### src/rtl/seg7_scan_ctrl_pkg.sv
// Shared constants for the 7-segment scan scheduler: register offsets,
// CTRL bit positions, slot length and the scan FSM state encoding.
// Latency: n/a (definitions only). Backpressure: n/a.
package seg7_scan_ctrl_pkg;

  // Word offsets from BASE.
  localparam logic [1:0] SEG7_PRESCALE = 2'd0;
  localparam logic [1:0] SEG7_BRIGHT   = 2'd1;
  localparam logic [1:0] SEG7_MASK     = 2'd2;
  localparam logic [1:0] SEG7_CTRL     = 2'd3;

  // CTRL register bit positions.
  localparam int CTRL_RUN_BIT   = 0;
  localparam int CTRL_BLANK_BIT = 1;

  // A slot is 16 ticks; sctr runs 0..15 within it.
  localparam logic [3:0] SLOT_LAST = 4'd15;

  typedef enum logic [1:0] {
    ST_IDLE  = 2'd0,
    ST_GUARD = 2'd1,
    ST_ON    = 2'd2,
    ST_OFF   = 2'd3
  } scan_state_t;

  // Width of the digit index: at least one bit.
  function automatic int unsigned digit_width(input int unsigned n);
    return (n <= 2) ? 1 : $clog2(n);
  endfunction

endpackage

### src/rtl/seg7_scan_ctrl_tick.sv
// Prescaler: free-running counter producing a one-clock tick every period+1 clocks.
// Latency: tick is combinational from the counter; a shorter period applies at once.
// Backpressure: none; clr holds the counter at zero and suppresses tick.
//
// Ports:
//   clk, reset_n  clock and asynchronous active-low reset
//   clr           hold counter at zero (scan idle)
//   period[15:0]  terminal count; 0 gives a tick every clock
//   tick          1 when the counter has reached period
module seg7_scan_ctrl_tick (
  input  logic        clk,
  input  logic        reset_n,
  input  logic        clr,
  input  logic [15:0] period,
  output logic        tick
);

  logic [15:0] r_pctr;
  logic        w_wrap;

  // >= rather than == so that lowering period below the current count
  // wraps immediately instead of running the counter round 64k.
  assign w_wrap = (r_pctr >= period);
  assign tick   = w_wrap & ~clr;

  always_ff @(posedge clk or negedge reset_n) begin
    if (!reset_n) begin
      r_pctr <= '0;
    end else if (clr || w_wrap) begin
      r_pctr <= '0;
    end else begin
      r_pctr <= r_pctr + 16'd1;
    end
  end

endmodule

### src/rtl/seg7_scan_ctrl.sv
// Bus-configurable scan scheduler for a multiplexed 7-segment display.
// Latency: register write visible next clock, read data one clock after the
// request; anodes registered. Backpressure: none, bus always accepts.
//
// Ports:
//   clk, reset_n          clock, asynchronous active-low reset
//   enable, rw, addr, data  word bus (rw=1 write); regs at BASE..BASE+3
//   rdata                 registered read data, zero-extended
//   an[NDIGITS-1:0]       active-low anode enables, at most one low
//   digit[DW-1:0]         current slot index
//   frame                 one-clock pulse when digit wraps to 0
module seg7_scan_ctrl
  import seg7_scan_ctrl_pkg::*;
#(
  parameter int unsigned BASE    = 16,
  parameter int unsigned NDIGITS = 4,
  parameter logic [15:0] PRE_RST = 16'h00FF,
  localparam int unsigned DW     = digit_width(NDIGITS)
) (
  input  logic               clk,
  input  logic               reset_n,
  input  logic               enable,
  input  logic               rw,
  input  logic [31:0]        addr,
  input  logic [31:0]        data,
  output logic [31:0]        rdata,
  output logic [NDIGITS-1:0] an,
  output logic [DW-1:0]      digit,
  output logic               frame
);

  localparam logic [DW-1:0] DIG_LAST = DW'(NDIGITS - 1);
  localparam logic [DW-1:0] DIG_ONE  = DW'(1);

  // ---------------- register file and bus ----------------
  logic [15:0]        r_prescale, w_prescale_nx;
  logic [3:0]         r_bright,   w_bright_nx;
  logic [NDIGITS-1:0] r_mask,     w_mask_nx;
  logic [1:0]         r_ctrl,     w_ctrl_nx;
  logic [31:0]        r_rdata,    w_rd_val;

  logic [31:0] w_off;
  logic [1:0]  w_idx;
  logic        w_in_range;
  logic        w_wr;
  logic        w_rd;
  logic        w_unused;

  // Unsigned subtract: addresses below BASE wrap to huge offsets and fall out of range.
  assign w_off      = addr - 32'(BASE);
  assign w_in_range = (w_off < 32'd4);
  assign w_idx      = w_off[1:0];
  assign w_wr       = enable & rw & w_in_range;
  assign w_rd       = enable & ~rw;
  assign w_unused   = ^data[31:16];

  always_comb begin
    w_prescale_nx = r_prescale;
    w_bright_nx   = r_bright;
    w_mask_nx     = r_mask;
    w_ctrl_nx     = r_ctrl;
    if (w_wr) begin
      case (w_idx)
        SEG7_PRESCALE: w_prescale_nx = data[15:0];
        SEG7_BRIGHT:   w_bright_nx   = data[3:0];
        SEG7_MASK:     w_mask_nx     = data[NDIGITS-1:0];
        SEG7_CTRL:     w_ctrl_nx     = data[1:0];
        default: ;
      endcase
    end
  end

  always_comb begin
    w_rd_val = '0;
    if (w_in_range) begin
      case (w_idx)
        SEG7_PRESCALE: w_rd_val[15:0]        = r_prescale;
        SEG7_BRIGHT:   w_rd_val[3:0]         = r_bright;
        SEG7_MASK:     w_rd_val[NDIGITS-1:0] = r_mask;
        SEG7_CTRL:     w_rd_val[1:0]         = r_ctrl;
        default: ;
      endcase
    end
  end

  always_ff @(posedge clk or negedge reset_n) begin
    if (!reset_n) begin
      r_prescale <= PRE_RST;
      r_bright   <= 4'hF;
      r_mask     <= '1;
      r_ctrl     <= 2'b01;
      r_rdata    <= '0;
    end else begin
      r_prescale <= w_prescale_nx;
      r_bright   <= w_bright_nx;
      r_mask     <= w_mask_nx;
      r_ctrl     <= w_ctrl_nx;
      if (w_rd) begin
        r_rdata <= w_rd_val;
      end
    end
  end

  assign rdata = r_rdata;

  // ---------------- prescaler ----------------
  scan_state_t r_state, w_state_nx;
  logic        w_tick;
  logic        w_tick_clr;

  assign w_tick_clr = (r_state == ST_IDLE);

  seg7_scan_ctrl_tick u_tick (
    .clk     (clk),
    .reset_n (reset_n),
    .clr     (w_tick_clr),
    .period  (r_prescale),
    .tick    (w_tick)
  );

  // ---------------- scan FSM ----------------
  logic [3:0]         r_sctr,   w_sctr_nx;
  logic [3:0]         r_blat,   w_blat_nx;
  logic [DW-1:0]      r_digit,  w_digit_nx;
  logic               r_frame,  w_frame_nx;
  logic [NDIGITS-1:0] r_an,     w_an_nx;
  logic               w_run;
  logic               w_slot_end;

  assign w_run = r_ctrl[CTRL_RUN_BIT];

  always_ff @(posedge clk or negedge reset_n) begin
    if (!reset_n) begin
      r_state <= ST_GUARD;
      r_sctr  <= '0;
      r_blat  <= 4'hF;
      r_digit <= '0;
      r_frame <= 1'b0;
      r_an    <= '1;
    end else begin
      r_state <= w_state_nx;
      r_sctr  <= w_sctr_nx;
      r_blat  <= w_blat_nx;
      r_digit <= w_digit_nx;
      r_frame <= w_frame_nx;
      r_an    <= w_an_nx;
    end
  end

  always_comb begin
    w_state_nx = r_state;
    w_sctr_nx  = r_sctr;
    w_blat_nx  = r_blat;
    w_digit_nx = r_digit;
    w_frame_nx = 1'b0;
    w_slot_end = 1'b0;
    if (!w_run) begin
      w_state_nx = ST_IDLE;
      w_sctr_nx  = '0;
      w_digit_nx = '0;
    end else begin
      case (r_state)
        ST_IDLE: begin
          w_state_nx = ST_GUARD;
          w_sctr_nx  = '0;
          w_digit_nx = '0;
        end
        ST_GUARD: begin
          if (w_tick) begin
            // Brightness is frozen here so a mid-slot write cannot stretch this slot.
            w_sctr_nx  = 4'd1;
            w_blat_nx  = r_bright;
            w_state_nx = (r_bright != 4'd0) ? ST_ON : ST_OFF;
          end
        end
        ST_ON: begin
          if (w_tick) begin
            w_sctr_nx = r_sctr + 4'd1;
            // At full brightness the slot ends straight from ON.
            if (r_sctr == SLOT_LAST) begin
              w_slot_end = 1'b1;
            end else if (r_sctr == r_blat) begin
              w_state_nx = ST_OFF;
            end
          end
        end
        ST_OFF: begin
          if (w_tick) begin
            w_sctr_nx = r_sctr + 4'd1;
            if (r_sctr == SLOT_LAST) begin
              w_slot_end = 1'b1;
            end
          end
        end
        default: w_state_nx = ST_IDLE;
      endcase
      if (w_slot_end) begin
        w_state_nx = ST_GUARD;
        w_sctr_nx  = '0;
        if (r_digit == DIG_LAST) begin
          w_digit_nx = '0;
          w_frame_nx = 1'b1;
        end else begin
          w_digit_nx = r_digit + DIG_ONE;
        end
      end
    end
  end

  // Anodes are built from next-cycle state and next-cycle register values, so
  // a MASK/CTRL write lands on an at the same edge as the register itself.
  always_comb begin
    w_an_nx = '1;
    if ((w_state_nx == ST_ON) && w_ctrl_nx[CTRL_RUN_BIT] &&
        !w_ctrl_nx[CTRL_BLANK_BIT] && w_mask_nx[w_digit_nx]) begin
      w_an_nx[w_digit_nx] = 1'b0;
    end
  end

  assign an    = r_an;
  assign digit = r_digit;
  assign frame = r_frame;

endmodule

### config.mk
export PLATFORM = sky130hd
export DESIGN_NAME = seg7_scan_ctrl
export DESIGN_NICKNAME = d
export VERILOG_FILES = /design/src/rtl/seg7_scan_ctrl_pkg.sv /design/src/rtl/seg7_scan_ctrl_tick.sv /design/src/rtl/seg7_scan_ctrl.sv
export SDC_FILE = /design/constraint.sdc
export NUM_CORES = 1
export LEC_CHECK = 0
export CELL_PAD_IN_SITES_DETAIL_PLACEMENT = 1
export CELL_PAD_IN_SITES_GLOBAL_PLACEMENT = 1
export CORE_ASPECT_RATIO = 0.75
export CORE_MARGIN = 2
export CORE_UTILIZATION = 38
export CTS_CLUSTER_DIAMETER = 40
export DETAILED_ROUTE_END_ITERATION = 10
export GPL_TIMING_DRIVEN = 0
export PLACE_DENSITY_LB_ADDON = 0.1
export SYNTH_ARGS = -nofsm -noshare
export SYNTH_HDL_FRONTEND = slang
export SYNTH_SLANG_ARGS = --single-unit
### constraint.sdc
create_clock -name clk -period 4.57 [get_ports clk]
set_input_delay 1.371 -clock clk [delete_from_list [all_inputs] [get_ports clk]]
set_output_delay 1.371 -clock clk [all_outputs]
set_load 0.03 [all_outputs]
Word-level counts from Yosys, hierarchy flattened
Index checks and enable logic that the tools add are counted.
{ "totals": {"regBits": 75, "input_bits": 68} }
{ "classes": {"add_sub_neg": 4, "n_lt_le_gt_ge": 4, "eq_ne": 12, "mux": 38, "bitwise": 7, "reduce_logical": 14} }
{ "ops": {"columns": ["operator", "count"], "rows": [
  ["$lt 32x3->1 const B", 1],
  ["$mux 16", 2],
  ["$sub 32x5->32 const B", 1],
  ["$mux 4", 7],
  ["$mux 2", 12],
  ["$add 16x1->16 const B", 1],
  ["$ge 16x16->1", 1],
  ["$eq 2x2->1 const B", 6],
  ["$mux 12", 1],
  ["$pmux 2 s3", 2],
  ["$pmux 4 s3", 1],
  ["$mux 1", 10],
  ["$pmux 2 s4", 1],
  ["$reduce_and 2->1", 3],
  ["$add 4x1->4 const B", 1],
  ["$and 1x1->1", 4],
  ["$eq 2x1->1 const B", 2],
  ["$eq 4x4->1", 1],
  ["$eq 4x4->1 const B", 1],
  ["$logic_and 1x1->1", 4],
  ["$logic_not 2->1", 2],
  ["$ne 4x2->1 const B", 1],
  ["$ne 4x3->1 const B", 1],
  ["$not 4->4", 1],
  ["11 further kinds", 12]
]} }

Longest topological paths before layout
Gate-level depths: netlist (run 1).
{ "logic_depth": {"depth_word": 14, "ltp_mapped": 10} }

Cells and area by module
A second synthesis (run 1) with hierarchy kept.
{ "hier_totals": {"hier_cells": 373, "hier_area_um2": 4172.8} }
{ "modules_own_cells": {"columns": ["module", "n_inst", "cells_per_inst", "area_per_inst_um2", "seq_area_each_um2"], "rows": [
  ["seg7_scan_ctrl", 1, 248, 2987.9, 1508.9],
  ["seg7_scan_ctrl_tick", 1, 125, 1184.9, 400.4]
]} }

Worst setup path before layout (run 1)
OpenSTA, ideal clock, no wires.
{ "synth_timing": {"path_type": "input port to flip-flop", "startpoint": "input addr[7]", "endpoint": "register r_an[0] (netlist: an[0])", "setup_ns": 0.094, "t_arrival_ns": 3.775, "t_required_ns": 4.476, "slack_ns": 0.701, "cell_stages": 8, "path_buffers": 0, "cell_sequence": "or4_4 -> nor4_1 -> xor2_1 -> nor3_2 -> nand4_4 -> nor4_1 -> o21ai_2 -> or4b_1"} }
{ "synth_between": {"elab_chain_len": 8, "elab_cells_between_ends": 12, "classes_between": "1 x add/sub; 1 x order compare; 5 x mux; 1 x bitwise; 4 x reduce/logical"} }
{ "synth_rtl": {"columns": ["item", "line_no", "text"], "rows": [
  ["from (decl)", "seg7_scan_ctrl.sv:24", "input logic [31:0] addr,"],
  ["$sub 32x5->32 (*)", "seg7_scan_ctrl.sv:50", "assign w_off = addr - 32'(BASE);"],
  ["$lt 32x3->1 (*)", "seg7_scan_ctrl.sv:51", "assign w_in_range = (w_off < 32'd4);"],
  ["$and 1x1->1 (*)", "seg7_scan_ctrl.sv:53", "assign w_wr = enable & rw & w_in_range;"],
  ["$mux 4 / $mux 2 (equally long branches)", "seg7_scan_ctrl.sv:62", "if (w_wr) begin"],
  ["$bmux 1 s2 (tied with other cells)", "seg7_scan_ctrl.sv:215", "!w_ctrl_nx[CTRL_BLANK_BIT] && w_mask_nx[w_digit_nx]) begin"],
  ["$mux 1 (implied by the code) / $logic_and 1x1->1 (equally long branches)", "seg7_scan_ctrl.sv:215, seg7_scan_ctrl.sv:214", null],
  ["$logic_and 1x1->1 (*)", "seg7_scan_ctrl.sv:215", null],
  ["$mux 4 (*)", "seg7_scan_ctrl.sv:214", "if ((w_state_nx == ST_ON) && w_ctrl_nx[CTRL_RUN_BIT] &&"],
  ["via w_an_nx[0]", "seg7_scan_ctrl.sv:126", "logic [NDIGITS-1:0] r_an, w_an_nx;"],
  ["to (signal assigned)", "seg7_scan_ctrl.sv:146", "r_an <= w_an_nx;"],
  ["to (decl)", "seg7_scan_ctrl.sv:126", null]
]} }
Mark *: on every way through the listed nets, which the timed path passes. The rest lies on a longest branch. The select of a mux whose other input is x is not followed.
A chain may end at the register's enable or synchronous reset.

Worst setup path in the final report (run 1)
{ "layout_timing": {"startpoint": "input addr[7]", "endpoint": "register r_bright[1]"} }
{ "layout_between": {"elab_chain_len": 4} }
{ "layout_rtl": {"columns": ["item", "line_no", "text"], "rows": [
  ["$sub 32x5->32", "seg7_scan_ctrl.sv:50", null],
  ["$lt 32x3->1", "seg7_scan_ctrl.sv:51", null],
  ["$and 1x1->1", "seg7_scan_ctrl.sv:53", null],
  ["$reduce_and 2->1 (no source line)", null, null],
  ["to (signal assigned)", "seg7_scan_ctrl.sv:95", "r_bright <= w_bright_nx;"],
  ["to (decl)", "seg7_scan_ctrl.sv:37", "logic [3:0] r_bright, w_bright_nx;"]
]} }
No other way between the ends.

==> results of run 1 <==
==> area by class of cell <==
class	count	area, um^2
multi-input cells	279	2017
well taps	136	170.2
clock inverters	7	100.1
fillers	1151	4987
clock buffers	9	225.2
inverters	24	90.09
flip-flops and latches	75	1909
plain buffers	28	165.2
repair buffers	73	745.7
==> per-layer routing <==
layer | up-vias | global-route usage (%) | routed length [um]
met3 | 10 | 5.097 | 471
met1 | 1569 | 27.59 | 5281
met5 | - | 0 | 0
met2 | 65 | 29.33 | 4611
li1 | 1570 | - | -
met4 | 0 | 3.933 | 100
==> worst max-delay path by stage <==
stage	start	slack, ns	cells after the start	end
floorplan	addr[7]	0.70	8	an[0]
global placement	reset_n	-0.51	1	rdata[9]
detailed placement	addr[7]	-0.14	9	an[0]
CTS	addr[7]	0.15	9	an[0]
global route	addr[7]	0.05	8	r_bright[1]
finish	addr[7]	0.24	8	r_bright[1]
==> where the power goes <==
| group | leakage, nW | internal [mW] | switching, mW |
|---|---|---|---|
| Sequential | 0.913 | 0.665 | 0.00000000140 |
| Combinational | 1.35 | 0.0567 | 0.0590 |
| Clock | 0.149 | 0.482 | 0.289 |
| Total | 2.41 | 1.20 | 0.348 |
==> critical path: stages <==
cell             delay, ns
clkdlybuf4s50_1       0.40
or4_4                 0.58
nor4_1                0.38
xor2_1                0.13
nor3_2                0.30
nand4_4               0.22
nor4_1                0.79
mux2_2                0.42
==> stage by stage <==
stage | hold slack [ns] | power, mW | instances
detailed placement | 0.4761 | 0.7914 | 615
CTS | 0.4896 | 1.570 | 631
floorplan | 0.4661 | 0.7232 | 406
finish | 0.4909 | 1.551 | 631
global route | 0.5223 | 1.601 | 631
global placement | 0.4698 | 0.7878 | 614
==> sequential cells by signal, summed over array words and instances (netlist names) <==
name	count
r_mask	4
r_bright	4
frame	1
r_state	2
digit	2
an	4
r_blat	4
r_sctr	4
r_ctrl	2
u_tick.r_pctr	16
rdata	16
r_prescale	16
==> cell usage in the layout, fill, tap and decap left out, drive strengths merged, types with 7 or more instances in the layout <==
cell type,synthesis,layout
a22o,12,12
inv,24,26
nor2,35,35
nor4,11,11
ha,19,19
a21oi,8,8
xor2,16,16
mux2,16,16
conb,1,16
dfrtp,49,49
o21ai,24,24
clkbuf,12,21
clkdlybuf4s50,0,71
nor3,7,7
nand2,27,27
buf,16,18
dfstp,26,26
nand3,20,20
==> cells by family (layout without fill, tap and decap cells) <==
kind of cell               Yosys count  in the layout  share of synthesized area [%]
AOI/OAI and AO/OA                   68             68                          12.81
adders and majority gates           19             19                          5.780
buffers and inverters               52            141                          6.206
and+or+nand+nor                    134            134                          17.95
muxes                               20             20                          6.054
other                                1             16                        0.09118
xor gates and xnor gates            22             22                          4.685
DFF                                 75             75                          46.43
==> summary.txt, run 1 <==
Outcome
  – Outcome: finished clean

Place
  – Post-Place Worst Slack: -0.1368 ns
  – Final GP Congestion: around 0.80
  – Post-detail-place hpwl: 8023 um
  – PortBufs: 72
  – Placed Area: roughly 0.0051 mm^2

Timing
  – Final hold vios: 0
  – Fin crit share: 94.78%
  – RSZ-0062 raised after global routing: false
  – Setup violations, final: 0
  – Clock Skew: ~0.0065 ns
  – Slew HR: 34.03%
  – Setup TNS: 0 ns
  – Worst slew pin tran: 0.9806 ns
  – Min Tclk post-route: roughly 4.3 ns
  – Max Slew Vio Count: 0
  – Peak Freq: 0.2309 GHz
  – Final worst slack: 0.2385 ns

Yosys
  – Yosys top cell area share: 29.81%
  – Post-synthesis register bit count: 75
  – EDFF count, synth: 0
  – Most common cell in the synthesized netlist: dfrtp_1
  – Main synth FF type: dfrtp_1
  – Synth Instances: 391
  – Area contributors post-synth: dfrtp_1, dfstp_2, ha_1
  – Mapped Area: 0.004113 mm^2
  – Syn Area/Cell: 10.52 um^2
  – Commonest cells in the netlist: dfrtp_1, nor2_1, nand2_1
  – Synth warn: 0
  – Dominant cell type by area after synthesis: dfrtp_1
  – Async SR Flop Fraction: 100.0%
  – Register area share after synthesis: 46.43%
  – Unique cell type count in the Yosys netlist: 60

Finish
  – N_diodes: 0
  – Core Util, Final: 52.09%
  – Design area: 0.005423 mm^2
  – Final Net Count: 577
  – Synth-to-layout area growth: 31.85%
  – Layout cells sized above 1: 18.79%

Die
  – Die Y-Extent: 94.10 um
  – # IOs: around 110
  – Die span in x: 124.1 um
  – Core Area: 0.01041 mm^2
  – Row Count: 32
  – Die Area: 0.01168 mm^2
  – Initial Utilization: 39.51%

Routing
  – Drt first pass iters: 4
  – DRC viols: 0
  – Final antenna-violating net count: 0
  – DR WL/cell: 16.58 um
  – Via count: 3,214
  – Vias per inst: between 5 and 6
  – DR iter-0 viols: around 110
  – Total detailed-routing wirelength: approximately 10,000 um

Global route
  – Largest net degree at the start of global routing: between 50 and 60
  – Vias in the first global route: 3,356
  – Global route overflow: 0
  – First-pass GRT wire length: 17,180 um
  – All-Layer GR Usage: about 19%
  – Initial antenna violation count: 0

Clocking
  – CTS Sinks: 75
  – Post-cts repair resize count: 0
  – Worst-Skew Late Latency: 0.34 ns
  – H-tree Lvls: 3
  – Clock Tree Root: clkbuf_16
  – Total CTS buffers: 9
  – Cts-stage hold buffer count: 0
  – Post-CTS Setup Inserts: 0
  – Reg clk slew, reported paths: ~0.060 ns
  – CTS tree: yes
  – Clk buf depth: 2

Min path
  – Worst Hold End: rdata[0]
  – Hold depth: 2
  – Worst min path class: flip-flop to flip-flop
  – Hold Startpoint: rdata[0]

Critical path
  – Crit. End Element: flip-flop
  – Worst Path Max Fanout: 7
  – R2r setup slk: 0.99 ns
  – Crit path kind: input pin to flip-flop
  – Cells on worst reg2reg path: 10
  – Crit Reg-Reg Startpoint: u_tick.r_pctr[0]
  – WP data required: 4.83 ns
  – Crit path DAT: ~4.6 ns
  – Reg-to-reg endpoint: an[0]
  – Startpoint class of the critical path: input pin

Power and ir drop
  – Pleak: 2.410 nW
  – Power per cell area: 286.1 mW/mm^2
  – Peak VDD IR: 0.1697 mV

Flow run
  – Max-cap violations: 0
Note: power is estimated with default switching activity, not from simulation.
==> run 2, diff against run 1 <==
PLACE_DENSITY_LB_ADDON = 0.2   (was 0.1)
TNS_END_PERCENT = 5   (was not set)
clock period = 4.92 ns   (was 4.57 ns; I/O delays follow)
==> summary.txt, run 2 (synthesized netlist as in run 1, its figures left out) <==
Routing
  – DR WL/cell: 17.34 um
  – Drt first pass iters: 4
  – Final antenna-violating net count: 0
  – DR iter-0 viols: 131
  – DRC viols: 0
  – Total detailed-routing wirelength: 10,940 um
  – Via count: around 3,300
  – Vias per inst: a little over 5

Timing
  – Clock Skew: 0.003408 ns
  – Min Hold Slack: 0.4961 ns
  – Slew HR: 38.85%
  – Worst slew pin tran: slightly above 0.9 ns
  – Fin crit share: 94.18%
  – Final hold vios: 0
  – Setup violations, final: 0
  – Max Slew Vio Count: 0
  – RSZ-0062 raised after global routing: false
  – Peak Freq: 0.2158 GHz
  – Min Tclk post-route: 4.633 ns

Global route
  – Largest net degree at the start of global routing: 52
  – First-pass GRT wire length: 17,880 um
  – Initial antenna violation count: 0
  – Vias in the first global route: 3,472
  – Global route overflow: 0
  – All-Layer GR Usage: just over 20%

Clocking
  – Clk buf depth: 2
  – Post-CTS Setup Inserts: 0
  – Clock Tree Root: clkbuf_16
  – Worst-Skew Late Latency: between 0.3 and 0.4 ns
  – CTS Sinks: 75
  – H-tree Lvls: 3
  – Total CTS buffers: 9
  – CTS tree: yes
  – Cts-stage hold buffer count: 0
  – Reg clk slew, reported paths: 0.06 ns
  – Post-cts repair resize count: 0

Finish
  – Design area: 0.005403 mm^2
  – Commonest non-fill, non-tap cells in the layout: clkdlybuf4s50_1, dfrtp_1, nor2_1, nand2_1, dfstp_2
  – Finished Layout Cells: 631
  – Layout cells sized above 1: 18.38%
  – N_diodes: 0
  – # fillers: roughly 1,200
  – Final Net Count: 577
  – Commonest non-fill, non-tap cell in the layout: clkdlybuf4s50_1
  – Synth-to-layout area growth: 31.37%

Die
  – Die Area: 0.01168 mm^2
  – Die span in x: 124.1 um
  – # IOs: 107
  – Initial Utilization: 39.51%
  – Die Y-Extent: 94.10 um
  – Core Area: about 0.010 mm^2
  – Row Count: 32

Critical path
  – Critical path cell sequence: clkdlybuf4s50_1, or4_4, nor4_4, nand3_1, a21oi_2, nand4_4, nor4_1, o21ai_2, or4b_1
  – Worst Path Max Fanout: 7
  – WP data required: ~5.2 ns
  – Crit. End Element: flip-flop
  – Crit path max-delay family: simple AND/OR/NAND/NOR gates
  – Crit path DAT: 4.88 ns
  – Startpoint class of the critical path: input pin
  – Slowest-stage cell, CP: nor4_1
  – Crit path kind: input pin to flip-flop
  – Crit-path max cell delay: roughly 0.81 ns
  – Buffer and inverter count on the worst path: 1

Flow run
  – Max-cap violations: 0

Place
  – Final GP Congestion: 0.7868
  – Placed Area: slightly above 0.005 mm^2
  – Post-detail-place hpwl: 8098 um
  – Placed cell count: just over 600
  – PortBufs: a little over 70

Power and ir drop
  – Int Power: 1.112 mW
  – Sequential share of power: a little over two fifths
  – Comb power frac: under 10%
  – NetSw: 312.5 uW
  – Sw frac: 21.93%
  – Peak VDD IR: 0.1818 mV
  – Total power: 1.425 mW
  – Pleak: 2.408 nW
  – Power per cell area: 263.7 mW/mm^2
  – Clock share of power: about half

Outcome
  – Outcome: finished clean

Min path
  – Worst min path class: flip-flop to flip-flop
## run 2: final timing paths
check	from	endpoint	slack [ns]	depth (start not counted)
hold reg to reg	rdata[2]	rdata[2]	0.50	2
max in group asynchronous	reset_n	r_prescale[1]	3.26	2
setup reg to reg	u_tick.r_pctr[0]	an[0]	1.31	10
setup / recovery	addr[5]	an[0]	0.29	9
hold / removal	rdata[2]	rdata[2]	0.50	2
min in group asynchronous	reset_n	digit[1]	1.04	1
## run 2: power groups by stage
stage	registers (mW)	logic, mW	clock network (mW)
final	0.618	0.107	0.700
after global routing	0.618	0.116	0.737
after CTS	0.618	0.108	0.709
after detailed placement	0.628	0.107	0
after global placement	0.628	0.103	0
after floorplan	0.628	0.0432	0
## run 2: layout make-up
class                   instances  area, um^2  share of cell area, %
multi-input cells             279        2004                  37.10
flip-flops and latches         75        1909                  35.34
clock inverters                 7       92.59                  1.714
clock buffers                   9       225.2                  4.169
inverters                      24       90.09                  1.667
plain buffers                  28       165.2                  3.057
well taps                     136       170.2                  3.150
repair buffers                 73       745.7                  13.80
## run 2: routing by layer
layer | wire length (um) | global-route usage, %
met4 | 142 | 5.337
met3 | 445 | 4.430
met1 | 5331 | 27.19
met2 | 5025 | 32.51
met5 | 0 | 0
## run 2: metrics by stage
stage          worst slack [ns]  utilization (%)  TNS, ns
6_report                 0.2865            51.90        0
2_1_floorplan            0.9459                -        0
3_3_place_gp            -0.2169            48.61   -10.32
5_1_grt                 0.09141            51.90        0
4_1_cts                  0.2950            51.90        0
3_5_place_dp            0.04609            48.85        0
## run 2: worst min-delay path, delay by kind of cell, from the launching register on
family             cells  cell delay, ns
DFF                    1            0.35
and+or+nand+nor        1            0.06
AOI/OAI and AO/OA      1            0.06
